$ cat config.mk
export PLATFORM = sky130hd
export DESIGN_NAME = seg_scan_ctrl
export DESIGN_NICKNAME = d
export VERILOG_FILES = /design/src/rtl/seg_pkg.sv /design/src/rtl/scan_timer.sv /design/src/rtl/seg_scan_ctrl.sv
export SDC_FILE = /design/constraint.sdc
export NUM_CORES = 1
export LEC_CHECK = 0
export CAP_MARGIN = 20
export CORE_UTILIZATION = 61
export DETAILED_ROUTE_END_ITERATION = 6
export DONT_BUFFER_PORTS = 1
export GPL_ROUTABILITY_DRIVEN = 0
export HOLD_SLACK_MARGIN = 0.05
export PLACE_DENSITY = 0.74
export SKIP_CTS_REPAIR_TIMING = 1
export SYNTH_ARGS = -nofsm -noshare
export SYNTH_HDL_FRONTEND = slang
export SYNTH_SLANG_ARGS = --single-unit
export TNS_END_PERCENT = 5
$ cat constraint.sdc
create_clock -name clk -period 4.8 [get_ports clk]
set_input_delay 0 -clock clk [delete_from_list [all_inputs] [get_ports clk]]
set_output_delay 0 -clock clk [all_outputs]
set_load 0.01 [all_outputs]
$ cat src/rtl/seg_pkg.sv
// Shared types and constants for the 4-digit 7-segment scan controller.
package seg_pkg;

   typedef enum logic [1:0] {
      ST_IDLE  = 2'd0,
      ST_BLANK = 2'd1,
      ST_SHOW  = 2'd2
   } scan_state_t;

   // Active-low segment codes for the steering-direction characters.
   localparam logic [6:0] CH_D     = 7'b0100001;
   localparam logic [6:0] CH_N     = 7'b0101011;
   localparam logic [6:0] CH_R     = 7'b0101111;
   localparam logic [6:0] CH_BLANK = 7'b1111111;

   localparam logic [27:0] FRAME_BLANK = {4{CH_BLANK}};

   // Active-low anode patterns: all off, and one digit lit.
   localparam logic [3:0] AN_OFF  = 4'hF;
   localparam logic [3:0] AN_DIG0 = 4'hE;
   localparam logic [3:0] AN_DIG1 = 4'hD;
   localparam logic [3:0] AN_DIG2 = 4'hB;
   localparam logic [3:0] AN_DIG3 = 4'h7;

   function automatic logic [3:0] an_decode(input logic [1:0] idx);
      logic [3:0] an_v;
      case (idx)
         2'd0:    an_v = AN_DIG0;
         2'd1:    an_v = AN_DIG1;
         2'd2:    an_v = AN_DIG2;
         default: an_v = AN_DIG3;
      endcase
      return an_v;
   endfunction

endpackage

$ cat src/rtl/scan_timer.sv
// Loadable down-counter timing the BLANK and SHOW intervals.
// Loading N-1 makes done rise on the Nth cycle after the load.
module scan_timer #(
   parameter int W = 1
) (
   input  logic         clk,
   input  logic         rst,
   input  logic         load,
   input  logic [W-1:0] value,
   output logic         done
);

   logic [W-1:0] cnt;

   // Reload on state entry, otherwise count down and hold at zero.
   always_ff @(posedge clk) begin
      if (rst) begin
         cnt <= '0;
      end else if (load) begin
         cnt <= value;
      end else if (cnt != '0) begin
         cnt <= cnt - 1'b1;
      end
   end

   assign done = (cnt == '0);

endmodule

$ cat src/rtl/seg_scan_ctrl.sv
// Time-multiplexed scan of the Basys3 4-digit 7-segment display.
// Frames arrive over valid/ready into a one-deep pending slot and are
// promoted to the displayed frame only at the frame boundary (last SHOW
// cycle of digit 3), so a frame never tears across digits.
module seg_scan_ctrl
   import seg_pkg::*;
#(
   parameter int DIGIT_CYCLES = 100000,
   parameter int BLANK_CYCLES = 1000
) (
   input  logic        clk,
   input  logic        rst,
   input  logic        en,
   input  logic [27:0] char_in,
   input  logic        char_valid,
   output logic        char_ready,
   output logic [3:0]  an,
   output logic [6:0]  seg,
   output logic        frame_tick
);

   localparam int MAX_CYC = (DIGIT_CYCLES > BLANK_CYCLES) ? DIGIT_CYCLES : BLANK_CYCLES;
   localparam int CNT_W   = (MAX_CYC > 1) ? $clog2(MAX_CYC) : 1;
   localparam logic [CNT_W-1:0] DIGIT_LOAD = CNT_W'(DIGIT_CYCLES - 1);
   localparam logic [CNT_W-1:0] BLANK_LOAD = CNT_W'(BLANK_CYCLES - 1);

   scan_state_t      state;
   logic [1:0]       idx;
   logic [27:0]      active;
   logic [27:0]      pending;
   logic             pend_full;

   logic             tmr_load;
   logic [CNT_W-1:0] tmr_value;
   logic             tmr_done;
   logic             blank_end;
   logic             show_end;
   logic             boundary;
   logic             accept;

   scan_timer #(
      .W (CNT_W)
   ) u_timer (
      .clk   (clk),
      .rst   (rst),
      .load  (tmr_load),
      .value (tmr_value),
      .done  (tmr_done)
   );

   assign accept     = char_valid && !pend_full;
   assign char_ready = !pend_full;

   // Interval ends and timer reload; every state entry reloads the timer,
   // and a disabled scan parks the counter at zero.
   always_comb begin
      blank_end = en && (state == ST_BLANK) && tmr_done;
      show_end  = en && (state == ST_SHOW) && tmr_done;
      boundary  = show_end && (idx == 2'd3);
      tmr_load  = 1'b1;
      tmr_value = '0;
      if (!en) begin
         tmr_value = '0;
      end else if (state == ST_IDLE) begin
         tmr_value = BLANK_LOAD;
      end else if (blank_end) begin
         tmr_value = DIGIT_LOAD;
      end else if (show_end) begin
         tmr_value = BLANK_LOAD;
      end else begin
         tmr_load = 1'b0;
      end
   end

   // Scan FSM; an/seg are registered from the next state so they only
   // change on the BLANK/SHOW edges.
   always_ff @(posedge clk) begin
      if (rst) begin
         state      <= ST_IDLE;
         idx        <= 2'd0;
         an         <= AN_OFF;
         seg        <= CH_BLANK;
         frame_tick <= 1'b0;
      end else begin
         frame_tick <= boundary;
         if (!en) begin
            state <= ST_IDLE;
            idx   <= 2'd0;
            an    <= AN_OFF;
            seg   <= CH_BLANK;
         end else begin
            case (state)
               ST_IDLE: begin
                  state <= ST_BLANK;
                  an    <= AN_OFF;
                  seg   <= CH_BLANK;
               end
               ST_BLANK: begin
                  if (tmr_done) begin
                     state <= ST_SHOW;
                     an    <= an_decode(idx);
                     seg   <= active[idx*7 +: 7];
                  end
               end
               ST_SHOW: begin
                  if (tmr_done) begin
                     state <= ST_BLANK;
                     idx   <= idx + 2'd1;
                     an    <= AN_OFF;
                     seg   <= CH_BLANK;
                  end
               end
               default: begin
                  state <= ST_IDLE;
                  idx   <= 2'd0;
                  an    <= AN_OFF;
                  seg   <= CH_BLANK;
               end
            endcase
         end
      end
   end

   // Displayed frame and pending-slot occupancy; an accept on a boundary
   // with the slot empty bypasses the slot straight into the display.
   always_ff @(posedge clk) begin
      if (rst) begin
         active    <= FRAME_BLANK;
         pend_full <= 1'b0;
      end else if (boundary && pend_full) begin
         active    <= pending;
         pend_full <= 1'b0;
      end else if (boundary && accept) begin
         active    <= char_in;
      end else if (accept) begin
         pend_full <= 1'b1;
      end
   end

   // Pending frame capture; pend_full qualifies its contents.
   always_ff @(posedge clk) begin
      if (accept && !boundary) begin
         pending <= char_in;
      end
   end

endmodule

==> summary.md <==
| Metric | Value |
|---|---|
| Status | `finished with violations` |
| Vias in the first global route | `2755` |
| Ys Warns | `0` |
| Post-synth top area share | `29.7%` |
| Register area share after synthesis | `49.8%` |
| Final period util | `61.6%` |
| Register Area | `0.00208 mm²` |
| RSZ-0062 raised after global routing | `false` |
| DRC Markers | `1` |
| Hold Vio Cnt, Final | `0` |
| Global route overflow | `0` |
| CP Capture Type | `flip-flop` |
| Final worst setup slack | `1840 ps` |
| Yosys top cell by area | `dfxtp_1` |
| Post-placement cell area | `0.00410 mm²` |
| First DRT Iteration DRCs | `164` |
| Area Growth Syn to Fin | `10.7%` |
| Initial antenna violation count | `0` |
| HP Class | `in2reg` |
| Post-Syn Instances | `399` |
| First-pass GRT wire length | `13500 µm` |
| Crit Path Category | `reg2reg` |
| Design area | `0.00463 mm²` |
| Worst Max-Slew Pin Slew | `1010 ps` |
| Hold_ws | `47.5 ps` |
| H-tree levels | `3` |
| Fmax | `338 MHz` |
| # IOs | `45` |
| Core ar. | `0.00649 mm²` |
| Clock Latency Late Sink | `360 ps` |
| Routed wire per std cell | `17.4 µm` |
| CTS tree | `yes` |
| CTS root buf | `clkbuf_8` |
| Largest net degree at the start of global routing | `57` |
| Worst setup SP type | `flip-flop` |
| Area of the multi-input gates | `0.00189 mm²` |
| Top post-synthesis cells by area | `dfxtp_1 (30%), edfxtp_1 (20%), o31ai_2 (6.0%), a21oi_1 (4.7%), nor2_1 (4.6%)` |
| Vias | `3067` |
| # rows | `29` |
| Num CTS Buffers | `9` |
| EDFF count, synth | `28` |
| Most common flop cell mapped by yosys | `dfxtp_1` |
| Final setup viols | `0` |
| Crit-path max FO | `56` |
| Clk sinks | `90` |
| Fin util | `71.3%` |
| Max Cap Violations | `0` |
| Yosys reg bits | `90` |
| Dpl hpwl | `5460 µm` |
| Via density | `6.16` |
| Failing checks | `DRC` |
| Starting density of the core | `64.4%` |
| Inserted Diodes | `0` |
| Final #Nets | `454` |
| Fraction of registers with async set/reset | `0%` |
| Final wirelength | `8670 µm` |
| Post-synth design cell area | `0.00418 mm²` |
| Pleak | `0.00154 µW` |
| Crit path DAT | `3190 ps` |
| Dpl ws | `2250 ps` |
| Fillers | `478` |
| Syn_area_per_cell | `10.5 µm²` |
| Pwr Density | `312 mW/mm²` |
| Peak supply drop | `176 µV` |
| Reg clk slew, reported paths | `90 ps` |
| Drt pass-1 iters | `6` |
| Synth unique cells | `56` |
| PortBufs | `0` |
| Antenna Nets Post-Route | `0` |
| Max-slew violation count | `0` |
| CTS max path bufs | `2` |
| Worst EP required | `5030 ps` |
| DIE AREA | `0.00719 mm²` |
| GRT Util Overall | `24.3%` |
| Clk_skew | `9.15 ps` |
| Tmin final | `2960 ps` |
| Net Count, Synth | `437` |
| Final setup TNS | `0 ps` |
| Die Span Y | `84.8 µm` |
| Layout cells sized above 1 | `18.1%` |
| DIE WIDTH | `84.8 µm` |
| Max transition margin | `32.6%` |
==> path summary, 6_finish.rpt <==
path,from,to,slack (ps),cells past startpoint
worst max-delay path,u_timer.cnt[0]$_SDFFE_PP0P_,active[20]$_SDFFE_PP1P_,1840,9
worst max register to register,u_timer.cnt[0]$_SDFFE_PP0P_,active[20]$_SDFFE_PP1P_,1840,9
worst min-delay path,rst,u_timer.cnt[7]$_SDFFE_PP0P_,50,2
worst min register to register,active[7]$_SDFFE_PP1P_,active[7]$_SDFFE_PP1P_,480,2
==> layout make-up <==
type / count / share of cell area [%]
Sequential cell: 90 / 45.0
Multi-Input combinational cell: 273 / 40.8
Timing Repair Buffer: 36 / 7.89
Clock buffer: 9 / 2.68
Tap cell: 77 / 2.08
Clock inverter: 7 / 1.14
Inverter: 6 / 0.486
==> critical path, stage by stage, from the launching register on <==
cell and delay [ps]:
dfxtp_1 360, inv_1 100, ha_1 140, nor4b_1 380
and4_1 510, nand4_2 130, buf_4 330, a21oi_1 220
dlygate4sd3_1 580, o31ai_2 60
==> cell usage in the layout (no fill, tap or decap), drive strengths merged, types with 6 or more instances in the layout <==
cell type / instances
a211oi: 11
mux4: 7
and3: 7
nor3: 12
a21oi: 39
o21ai: 18
inv: 8
dfxtp: 62
edfxtp: 28
nand3: 6
xor2: 7
nor2: 72
clkbuf: 9
dlygate4sd3: 33
ha: 6
o31ai: 30
nand2: 17
==> logic make-up after synthesis <==
family / after synthesis / share of synthesized area [%]
flops: 90 / 49.8
buf+inv: 36 / 5.18
fa+ha+maj: 7 / 2.04
simple gates: 140 / 18.0
mux: 8 / 4.04
compound gates: 108 / 18.9
xor+xnor: 10 / 2.10
==> where the power goes <==
part / internal, µW / switching (µW)
registers: 806 / 14.3
logic: 59.7 / 89.9
clock network: 191 / 284
total: 1060 / 388
==> stage by stage <==
step | cells | power (µW)
2_1_floorplan | 399 | 939
3_3_place_gp | 448 | 951
3_5_place_dp | 448 | 954
4_1_cts | 464 | 1410
5_1_grt | 498 | 1500
6_report | 498 | 1440
==> sequential cells by signal, summed over array words and instances (netlist names) <==
signal       count
pending         28
state            2
seg              7
frame_tick       1
pend_full        1
idx              2
active          28
u_timer.cnt     17
an               4
==> synthesized netlist by cell type, types with 2 or more instances <==
library cell,count
dfxtp_1,62
nor2_1,51
a21oi_1,39
edfxtp_1,28
nor2_2,20
o31ai_2,20
nand2_1,17
o21ai_0,15
clkbuf_1,13
a211oi_1,11
nor3_1,11
o31ai_1,10
mux4_2,7
xor2_1,7
and3_1,6
ha_1,6
inv_1,6
nand3_1,6
buf_1,5
nand2b_1,4
buf_2,3
buf_4,3
buf_6,3
nor2b_1,3
o21ai_1,3
xnor2_1,3
a221oi_2,2
and4_1,2
buf_12,2
nand4b_1,2
nor3b_1,2
nor4_1,2
or4_1,2
==> layer usage <==
metal	global-route usage [%]	routed length [µm]
met2	41.0	4430
met1	30.3	3730
met3	4.42	335
met5	0	0
met4	11.2	169
(Power assumes the default switching activity.)
